**src/rtl/seq_control_unit_if.sv**
```systemverilog
// ---------------------------------------------------------------------------
// seq_control_unit_if
// Purpose : bundles the fetch / data-memory handshakes and the datapath
//           control strobes of the sequencing control unit.
// Signals :
//   opCode    - instruction opcode, valid while fetchAck is high
//   fetchAck  - instruction available this cycle
//   memAck    - data-memory access completes this cycle
//   fetchReq  - instruction fetch request
//   irLoad    - instruction-register load strobe
//   pcInc     - program-counter increment strobe
//   memReq    - data-memory request
//   memWe     - data-memory write enable
//   regWrite  - register-file write enable
//   selOp     - ALU operation select
//   destSrc   - destination mux select
//   busy      - high whenever the unit is not in FETCH
//   illegalOp - sticky undefined-opcode flag
// Modports: master = the control unit, slave = the datapath/memory side.
// ---------------------------------------------------------------------------
interface seq_control_unit_if #(
  parameter int OP_W  = 4,
  parameter int SEL_W = 3
);
  logic [OP_W-1:0]  opCode;
  logic             fetchAck;
  logic             memAck;
  logic             fetchReq;
  logic             irLoad;
  logic             pcInc;
  logic             memReq;
  logic             memWe;
  logic             regWrite;
  logic [SEL_W-1:0] selOp;
  logic [1:0]       destSrc;
  logic             busy;
  logic             illegalOp;

  modport master (
    input  opCode, fetchAck, memAck,
    output fetchReq, irLoad, pcInc, memReq, memWe, regWrite,
           selOp, destSrc, busy, illegalOp
  );

  modport slave (
    output opCode, fetchAck, memAck,
    input  fetchReq, irLoad, pcInc, memReq, memWe, regWrite,
           selOp, destSrc, busy, illegalOp
  );
endinterface

```
**src/rtl/seq_control_unit.sv**
```systemverilog
// ---------------------------------------------------------------------------
// seq_control_unit
// Purpose : multi-cycle instruction sequencer. Walks each instruction through
//           FETCH -> DECODE -> EXEC -> (MEM) -> (WB) and drives the datapath
//           strobes as Moore outputs of the registered state and the latched
//           opcode (irLoad/pcInc are additionally qualified by fetchAck).
// Opcodes : 0 load, 1 move, 2 add, 3 sub, 4 and, 5 or, 6 xor, 7 store;
//           codes 8 and above are undefined.
// Ports   :
//   clk   - rising-edge clock
//   rstN  - asynchronous active-low reset (forces FETCH immediately)
//   bus   - seq_control_unit_if.master (handshakes and control strobes)
// Config  : define ILLEGAL_TRAP_EN to trap undefined opcodes in a HALT state
//           that only reset leaves; otherwise they execute as a NOP.
// ---------------------------------------------------------------------------
module seq_control_unit #(
  parameter int OP_W  = 4,
  parameter int SEL_W = 3
) (
  input  logic               clk,
  input  logic               rstN,
  seq_control_unit_if.master bus
);

  typedef enum logic [2:0] {
    S_FETCH,
    S_DECODE,
    S_EXEC,
    S_MEM,
    S_WB,
    S_HALT
  } state_e;

  state_e          state_q, state_d;
  logic [OP_W-1:0] op_q, op_d;

  logic       op_undef;
  logic [2:0] op_code;
  logic       is_load;
  logic       is_move;
  logic       is_alu;
  logic       is_store;

  logic             fetch_req;
  logic             ir_load;
  logic             pc_inc;
  logic             mem_req;
  logic             mem_we;
  logic             reg_write;
  logic [SEL_W-1:0] sel_op;
  logic [1:0]       dest_src;
  logic             busy;

  // Classify the latched opcode once; everything downstream keys off these.
  always_comb begin
    op_undef = (op_q > OP_W'(7));
    op_code  = op_q[2:0];
    is_load  = !op_undef && (op_code == 3'd0);
    is_move  = !op_undef && (op_code == 3'd1);
    is_alu   = !op_undef && (op_code >= 3'd2) && (op_code <= 3'd6);
    is_store = !op_undef && (op_code == 3'd7);
  end

  always_ff @(posedge clk or negedge rstN) begin
    if (!rstN) begin
      state_q <= S_FETCH;
      op_q    <= '0;
    end else begin
      state_q <= state_d;
      op_q    <= op_d;
    end
  end

  // Next-state logic. Acks arriving in states that do not wait on them are
  // simply never looked at, so they have no effect.
  always_comb begin
    state_d = state_q;
    op_d    = op_q;
    case (state_q)
      S_FETCH: begin
        if (bus.fetchAck) begin
          op_d    = bus.opCode;
          state_d = S_DECODE;
        end
      end
      S_DECODE: begin
        if (op_undef) begin
`ifdef ILLEGAL_TRAP_EN
          state_d = S_HALT;
`else
          state_d = S_FETCH;
`endif
        end else begin
          state_d = S_EXEC;
        end
      end
      S_EXEC: begin
        if (is_load || is_store) begin
          state_d = S_MEM;
        end else begin
          state_d = S_WB;
        end
      end
      S_MEM: begin
        // A store has nothing to write back, so it retires straight to FETCH.
        if (bus.memAck) begin
          state_d = is_store ? S_FETCH : S_WB;
        end
      end
      S_WB: begin
        state_d = S_FETCH;
      end
      S_HALT: begin
`ifdef ILLEGAL_TRAP_EN
        state_d = S_HALT;
`else
        state_d = S_FETCH;
`endif
      end
      default: begin
        state_d = S_FETCH;
      end
    endcase
  end

  // Output decode. irLoad/pcInc are also gated by rstN so that a fetchAck
  // present while reset is held cannot raise a strobe.
  always_comb begin
    fetch_req = (state_q == S_FETCH);
    ir_load   = fetch_req && bus.fetchAck && rstN;
    pc_inc    = fetch_req && bus.fetchAck && rstN;
    mem_req   = (state_q == S_MEM);
    mem_we    = (state_q == S_MEM) && is_store;
    reg_write = (state_q == S_WB);
    busy      = (state_q != S_FETCH);
    sel_op    = '0;
    if ((state_q == S_EXEC) && is_alu) begin
      // add..xor are opcodes 2..6 and map to selects 0..4.
      sel_op = SEL_W'(op_code - 3'd2);
    end
    dest_src = 2'b00;
    if (is_move) begin
      dest_src = 2'b01;
    end else if (is_alu) begin
      dest_src = 2'b10;
    end else if (is_store) begin
      dest_src = 2'b11;
    end
  end

  assign bus.fetchReq = fetch_req;
  assign bus.irLoad   = ir_load;
  assign bus.pcInc    = pc_inc;
  assign bus.memReq   = mem_req;
  assign bus.memWe    = mem_we;
  assign bus.regWrite = reg_write;
  assign bus.selOp    = sel_op;
  assign bus.destSrc  = dest_src;
  assign bus.busy     = busy;

`ifdef ILLEGAL_TRAP_EN
  // HALT is only left through reset, so decoding the flag from the state
  // makes it sticky until reset clears it.
  assign bus.illegalOp = (state_q == S_HALT);
`else
  assign bus.illegalOp = 1'b0;
`endif

endmodule

```
**src/flat_wrapper.sv**
```systemverilog
// flat-port wrapper written by rule: the top's interface ports become plain ports
module seq_control_unit_flat 
#(
  parameter int OP_W  = 4,
  parameter int SEL_W = 3
)
  (clk, rstN, bus_opCode, bus_fetchAck, bus_memAck, bus_fetchReq, bus_irLoad, bus_pcInc, bus_memReq, bus_memWe, bus_regWrite, bus_selOp, bus_destSrc, bus_busy, bus_illegalOp);
  seq_control_unit_if #(.OP_W(OP_W), .SEL_W(SEL_W)) bus_i ();
  input  logic clk;
  input  logic rstN;
  input wire logic [$bits(bus_i.opCode)-1:0] bus_opCode;
  input wire logic [$bits(bus_i.fetchAck)-1:0] bus_fetchAck;
  input wire logic [$bits(bus_i.memAck)-1:0] bus_memAck;
  output wire logic [$bits(bus_i.fetchReq)-1:0] bus_fetchReq;
  output wire logic [$bits(bus_i.irLoad)-1:0] bus_irLoad;
  output wire logic [$bits(bus_i.pcInc)-1:0] bus_pcInc;
  output wire logic [$bits(bus_i.memReq)-1:0] bus_memReq;
  output wire logic [$bits(bus_i.memWe)-1:0] bus_memWe;
  output wire logic [$bits(bus_i.regWrite)-1:0] bus_regWrite;
  output wire logic [$bits(bus_i.selOp)-1:0] bus_selOp;
  output wire logic [$bits(bus_i.destSrc)-1:0] bus_destSrc;
  output wire logic [$bits(bus_i.busy)-1:0] bus_busy;
  output wire logic [$bits(bus_i.illegalOp)-1:0] bus_illegalOp;
  assign bus_i.opCode = bus_opCode;
  assign bus_i.fetchAck = bus_fetchAck;
  assign bus_i.memAck = bus_memAck;
  assign bus_fetchReq = bus_i.fetchReq;
  assign bus_irLoad = bus_i.irLoad;
  assign bus_pcInc = bus_i.pcInc;
  assign bus_memReq = bus_i.memReq;
  assign bus_memWe = bus_i.memWe;
  assign bus_regWrite = bus_i.regWrite;
  assign bus_selOp = bus_i.selOp;
  assign bus_destSrc = bus_i.destSrc;
  assign bus_busy = bus_i.busy;
  assign bus_illegalOp = bus_i.illegalOp;
  seq_control_unit #(.OP_W(OP_W), .SEL_W(SEL_W)) u_core (.clk(clk), .rstN(rstN), .bus(bus_i));
endmodule
```
**config.mk**
```make
export PLATFORM = sky130hd
export DESIGN_NAME = seq_control_unit_flat
export DESIGN_NICKNAME = d
export VERILOG_FILES = /design/src/rtl/seq_control_unit_if.sv /design/src/rtl/seq_control_unit.sv /design/src/flat_wrapper.sv
export SDC_FILE = /design/constraint.sdc
export NUM_CORES = 1
export LEC_CHECK = 0
export CAP_MARGIN = 0
export CORE_MARGIN = 2
export CORE_UTILIZATION = 30
export CTS_CLUSTER_SIZE = 40
export DETAILED_ROUTE_END_ITERATION = 8
export PLACE_DENSITY = 0.65
export SLEW_MARGIN = 5
export SYNTH_ARGS = -nofsm -noshare
export SYNTH_HDL_FRONTEND = slang
export SYNTH_SLANG_ARGS = --single-unit
```
**constraint.sdc**
```tcl
create_clock -name clk -period 3.1 [get_ports clk]
set_input_delay 0.31 -clock clk [delete_from_list [all_inputs] [get_ports clk]]
set_output_delay 0.31 -clock clk [all_outputs]
set_load 0.01 [all_outputs]
```
Yosys cells after proc, flatten, opt, wreduce, memory -nomap -nowiden. Cells that the tools add are included. W data, S select, Z words.

Eq/ne operators: 8. Reduce and logical (&&, ||, !) cells: 16. $lt $le $gt $ge: 3. Muxes and demuxes: 10. $add $sub $neg: 1.

Operators by type and width (number): $mux W3 (5); $pmux W3 S4 (1); $logic_and A1 B1 Y1 (9); $mux W2 (4); $eq A3 B1 Y1 const B (2); $eq A3 B2 Y1 const B (2); $eq A3 B3 Y1 const B (2); $logic_not A3 Y1 (2); $gt A4 B3 Y1 const B (1); $ne A2 B2 Y1 const B (2); $reduce_and A2 Y1 (2); $ge A3 B2 Y1 const B (1); $le A3 B3 Y1 const B (1); $reduce_bool A3 Y1 (1); $sub A3 B2 Y3 const B (1); $logic_not A1 Y1 (1); $logic_or A1 B1 Y1 (1).

Bits in registers: 7.

Depth between registers and ports, before layout. Gate-level depths: netlist (run 1).

Depth in word-level cells: 6. Gate-level depth with buffers: 5. Gate-level depth less buffers: 5.

Worst setup path before layout (run 1). OpenSTA, ideal clock, no wires.

Path kind: flip-flop to output port. Start point: register u_core.op_q[1]. End point: output bus_destSrc[1]. Arrival: 1200 ps. Stages on the path, launching flop included: 5. Slack: 1590 ps. Path through: dfrtp_1 -> inv_1 -> ha_1 -> a211o_1 -> a21oi_1.

Word-level cells in the longest chain between the ends: 6.

RTL lines: from (decl) (RTL line seq_control_unit.sv:35) `logic [OP_W-1:0] op_q, op_d;`; from (signal assigned) (RTL line seq_control_unit.sv:70) `op_q <= op_d;`; $gt A4 B3 Y1 (RTL line seq_control_unit.sv:56) `op_undef = (op_q > OP_W'(7));`; $logic_not A1 Y1 (RTL line seq_control_unit.sv:59, seq_control_unit.sv:60, seq_control_unit.sv:61); $logic_and A1 B1 Y1 (on tied branches) (RTL line seq_control_unit.sv:61, seq_control_unit.sv:60); $mux W2 or $logic_and A1 B1 Y1 (tied branches) (RTL line seq_control_unit.sv:146, seq_control_unit.sv:60); $mux W2 (RTL line seq_control_unit.sv:144) `end else if (is_alu) begin`; $mux W2 (*) (RTL line seq_control_unit.sv:142) `if (is_move) begin`; to (decl) (RTL line flat_wrapper.sv:21) `output wire logic [$bits(bus_i.destSrc)-1:0] bus_destSrc;`.

Every way passes the cells marked *; elsewhere a longest branch is shown, timed or not.

Worst setup path after layout (run 1). Same ends and word-level chain as after synthesis.

==> reports/results.tsv, run 1 <==
metric	value	unit
Final Skew	0.00157	ns
Gate power share	57.9	%
Slew Viols, Final	0	
Critical Path Sink Type	primary output	
Final setup viols	0	
Setup crit start kind	flop	
Post-Syn Instances	59	
sequential share of the synthesized area	33.0	%
drt initial violations	14	
Global Route Usage Sum	12.3	%
first-pass GRT wire length	1830	um
placed wire-length estimate	900	um
Initial Util	31.4	%
minimum clock period	2.33	ns
vias	483	
Die ar.	2120	um2
Die H	46.1	um
CTS Buf Count	3	
Final ANT Viol Nets	0	
fin area	731	um2
post-synthesis register bit count	7	
CTS tree	built	
fmax	0.428	GHz
Hold Path Class	in2async	
drt wl/cell	12.3	um
top post-synthesis cells by area	dfrtp_1 (33%), and3_1 (7.1%), ha_1 (4.7%), buf_6 (4.2%), a21oi_1 (3.8%)	
FILL cells	191	
fraction of layout cells with a size suffix above 1	8.97	%
VDD IR max	0.000439	V
syn_nets	69	
Final period util	75.3	%
port bufs	19	
internal power	0.398	mW
row count	15	
Worst Path Class, Setup	reg2out	
largest net degree at the start of global routing	10	
Max Buffers Root-to-Sink	2	
cell taking the most area after synthesis	dfrtp_1	
GRT overflow	0	
Sw Ratio	42.0	%
Syn-to-layout area delta	37.7	%
Antenna Cells	0	
RSZ-0062 raised after global routing	no	
drt first pass iters	3	
I/O Pins	21	
CTS H-tree depth	1	
die width	46.1	um
PD cells	940	nW/um2
Crit path arrival time	2.02	ns
library cells used by synthesis	27	
sequential share of power	30.2	%
Worst-Skew Late Latency	0.25	ns
clk root buf	clkbuf_4	
Net Sw Power	0.288	mW
gpl congestion	0.675	
vias in the first global route	430	
clock sink count	7	
area of placed instances	704	um2
Tot Pwr	0.686	mW
Routed Wire Length	1170	um
Post-Syn Area	531	um2
final core utilization	43.3	%
synth warn	0	
Max-cap violations	0	
postcts setup bufs	0	
status	finished clean	
DRC errors left	0	
antenna violations before repair	0	
setup TNS	0	ns
CTS clk-pin slew, worst paths	0.05	ns
Avg Synthesized Cell Area	8.99	um2
Clock power frac	11.9	%
vias per cell	5.08	
crit path max fanout	7	
post-cts sizing count	0	
leakage power	0.327	nW
core footprint	1690	um2
Hold Buf Count CTS	0	
final-report hold violation count	0	
Required @ worst endpoint	2.79	ns
top-area cell type share of the netlist area	33.0	%
Layout Nets	89	
-- sequential cells by signal, summed over array words and instances (netlist names) --
register and count:
u_core.op_q 4, u_core.state_q 3
-- cells in the mapped netlist, drive strengths merged --
cell,instances
and4bb,1
inv,5
and3b,1
o211ai,2
nor3b,2
o31ai,1
and2,2
buf,4
nor2b,1
ha,2
a22oi,2
nand3,3
nor2,2
a211o,1
and3,7
nand2b,1
conb,1
a21oi,4
a31oi,1
nor3,4
o21ai,4
mux2,1
dfrtp,7
-- final cells by class --
class	instances	area (um2)	area share, %
well taps	17	21.3	2.91
flip-flops and latches	7	175	24.0
inverters	5	18.8	2.57
multi-input cells	43	299	40.9
repair buffers	19	190	26.0
clock buffers	4	26.3	3.60
-- cells in the final DEF, fill, tap and decap left out --
| cell type | count |
|---|---|
| a211o_1 | 1 |
| a21oi_1 | 4 |
| a22oi_1 | 2 |
| a31oi_1 | 1 |
| and2_1 | 1 |
| and2_4 | 1 |
| and3_1 | 6 |
| and3_2 | 1 |
| and3b_1 | 1 |
| and4bb_1 | 1 |
| clkbuf_1 | 1 |
| clkbuf_4 | 3 |
| clkdlybuf4s50_1 | 19 |
| conb_1 | 1 |
| dfrtp_1 | 7 |
| ha_1 | 2 |
| inv_1 | 5 |
| mux2_4 | 1 |
| nand2b_1 | 1 |
| nand3_1 | 3 |
| nor2_1 | 2 |
| nor2b_1 | 1 |
| nor3_1 | 3 |
| nor3_4 | 1 |
| nor3b_1 | 2 |
| o211ai_1 | 2 |
| o21ai_0 | 4 |
| o31ai_1 | 1 |
-- through the flow --
stage               instances  hold WS (ns)  setup WS, ns
finish                     95         0.320         0.766
detailed placement         91         0.573          1.01
floorplan                  59        0.0144          1.59
CTS                        95         0.322         0.748
global placement           91         0.578          1.03
global route               95         0.338         0.672
-- power by group through the flow --
stage | clock network [mW] | logic [mW] | registers (mW)
final | 0.0814 | 0.397 | 0.208
after global routing | 0.0905 | 0.441 | 0.215
after CTS | 0.0857 | 0.401 | 0.207
after detailed placement | 0 | 0.398 | 0.208
after global placement | 0 | 0.392 | 0.208
after floorplan | 0 | 0.289 | 0.174
-- final timing paths --
path / slack, ns / depth (start not counted) / endpoint / from
min in group clk: 0.58 / 1 / u_core.state_q[1] / u_core.state_q[2]
setup / recovery: 0.77 / 5 / bus_destSrc[1] / u_core.op_q[1]
setup reg to reg: 1.65 / 3 / u_core.op_q[0] / u_core.state_q[0]
hold / removal: 0.32 / 1 / u_core.op_q[1] / rstN
hold reg to reg: 0.58 / 1 / u_core.state_q[1] / u_core.state_q[2]
max in group asynchronous: 2.54 / 1 / u_core.op_q[3] / rstN
-- critical path, stage by stage (launching register included) --
cell             delay (ns)
dfrtp_1                0.43
inv_1                  0.12
ha_1                   0.27
a211o_1                0.28
a21oi_1                0.14
clkdlybuf4s50_1        0.55
-- cells by family (layout without fill, tap and decap cells) --
| family | Yosys count | count (layout) | share of synthesized area [%] |
|---|---|---|---|
| AOI/OAI and AO/OA | 15 | 15 | 17.5 |
| adders and majority gates | 2 | 2 | 4.72 |
| buffers and inverters | 9 | 28 | 10.6 |
| DFF | 7 | 7 | 33.0 |
| muxes | 1 | 1 | 2.83 |
| other | 1 | 1 | 0.707 |
| and+or+nand+nor | 24 | 24 | 30.7 |
-- per-layer routing --
| metal | global-route usage (%) | wire (um) | part of all wire [%] |
|---|---|---|---|
| met1 | 16.3 | 571 | 49 |
| met2 | 18.3 | 548 | 47 |
| met3 | 2.75 | 50 | 4.3 |
| met4 | 6.86 | 0 | 0 |
| met5 | 0 | 0 | 0 |
(Power assumes the default switching activity.)
==> inputs of run 2 (changes only) <==
Settings changed: PLACE_DENSITY 0.65 to 0.67.
Clock period 3.1 ns to 2 ns, I/O delays scaled along.
==> reports/results.tsv, run 2 (synthesized netlist as in run 1, its figures left out) <==
metric	value	unit
status	finished clean	
Max-cap violations	0	
commonest non-fill, non-tap cells in the layout	clkdlybuf4s50_1 (14), buf_4 (7), dfrtp_1 (6), and3_1 (5)	
minimum clock period	1.92	ns
largest registers	u_core.op_q x4, u_core.state_q x3	
CTS clk-pin slew, worst paths	0.05	ns
Slew Viols, Final	0	
most common cell after layout, fill and taps aside	clkdlybuf4s50_1	
RSZ-0062 raised after global routing	no	
GRT overflow	0	
drt first pass iters	4	
final core utilization	48.7	%
vias	515	
drt initial violations	7	
VDD IR max	0.000643	V
Syn-to-layout area delta	55.0	%
Final Skew	0.00493	ns
leakage power	0.423	nW
fmax	0.520	GHz
antenna violations before repair	0	
FILL cells	160	
die width	46.1	um
Initial Util	31.4	%
core footprint	1690	um2
placed wire-length estimate	972	um
hold_ws	0.249	ns
Final ANT Viol Nets	0	
Worst Path Class, Setup	reg2out	
Largest register FFs	4	
gpl congestion	0.718	
first-pass GRT wire length	2040	um
clock sink count	7	
Worst-Skew Late Latency	0.25	ns
Layout Nets	96	
vias in the first global route	476	
Multi-input gate area	332	um2
Die ar.	2120	um2
vias per cell	5.05	
CTS Buf Count	3	
final-report hold violation count	0	
post-route setup slack	0.0771	ns
clk root buf	clkbuf_4	
DRC errors left	0	
register area	176	um2
CTS tree	built	
Die H	46.1	um
setup TNS	0	ns
Placed Cells incl. Taps	95	
Crit path arrival time	1.72	ns
Final period util	96.1	%
Routed Wire Length	1260	um
Max Buffers Root-to-Sink	2	
row count	15	
largest net degree at the start of global routing	10	
Setup crit start kind	flop	
port bufs	19	
Global Route Usage Sum	13.7	%
Antenna Cells	0	
fraction of layout cells with a size suffix above 1	25.9	%
Final setup viols	0	
Setup WS pre-CTS	0.0732	ns
crit path max fanout	8	
Required @ worst endpoint	1.80	ns
Non-Filler Instances	102	
Hold Buf Count CTS	0	
reg2reg setup slack	0.54	ns
PD cells	1440	nW/um2
Hold Path Class	in2async	
CTS H-tree depth	1	
Top reg by flops	u_core.op_q	
drt wl/cell	12.4	um
Critical Path Sink Type	primary output	
I/O Pins	21	
==> run 2: cell count changes in the layout (fill, tap and decap cells not counted), moves of 2 or more <==
cell	change
inv_1	-2
dlymetal6s2s_1	+3
clkdlybuf4s50_1	-5
inv_2	+2
dlygate4sd2_1	+2
buf_4	+7
ha_1	-2
==> run 2: cell type report <==
cell class | instances | area share, %
inverters | 5 | 2.28
clock buffers | 4 | 3.20
well taps | 17 | 2.59
repair buffers | 26 | 30.1
flip-flops and latches | 7 | 21.5
multi-input cells | 43 | 40.3
==> run 2: layer usage <==
layer / GRT usage (%) / up-vias / share of wire, %
met3: 2.75 / 2 / 5.6
met4: 10.3 / 0 / 0.95
met2: 18.9 / 16 / 45
li1: - / 266 / -
met1: 18.7 / 231 / 48
met5: 0 / - / 0
==> run 2: where the power goes <==
group,total (mW),internal (mW),switching [mW]
clock network,0.125,0.0759,0.0487
logic,0.746,0.412,0.334
registers,0.315,0.207,0.108
total,1.19,0.695,0.490
==> run 2: per-stage QoR <==
step                cell area (um2)  total power [mW]
floorplan                       531             0.716
global placement                734             0.957
detailed placement              734             0.973
CTS                             806              1.18
global route                    822              1.29
finish                          822              1.19
==> run 2: final timing paths <==
| path | start | endpoint | cells past startpoint |
|---|---|---|---|
| max in group asynchronous | rstN | u_core.state_q[0] | 2 |
| worst min register to register | u_core.state_q[2] | u_core.state_q[0] | 1 |
| worst max-delay path | u_core.state_q[1] | bus_irLoad | 4 |
| min in group clk | bus_opCode[3] | u_core.op_q[3] | 3 |
| worst min-delay path | rstN | u_core.state_q[2] | 2 |
| worst max register to register | u_core.state_q[1] | u_core.op_q[0] | 5 |
==> run 2: critical path, stage by stage (launching register included) <==
cell	delay [ns]
dfrtp_1	0.38
buf_4	0.17
nor3_4	0.17
and3_2	0.21
clkdlybuf4s50_1	0.53
==> run 2: repair_timing <==
| item | CTS | global route |
|---|---|---|
| resized for setup | 9 | 6 |
| setup endpoints to repair | 6 | 5 |
| buffers inserted | 3 | 0 |
| pin swaps | 0 | 0 |
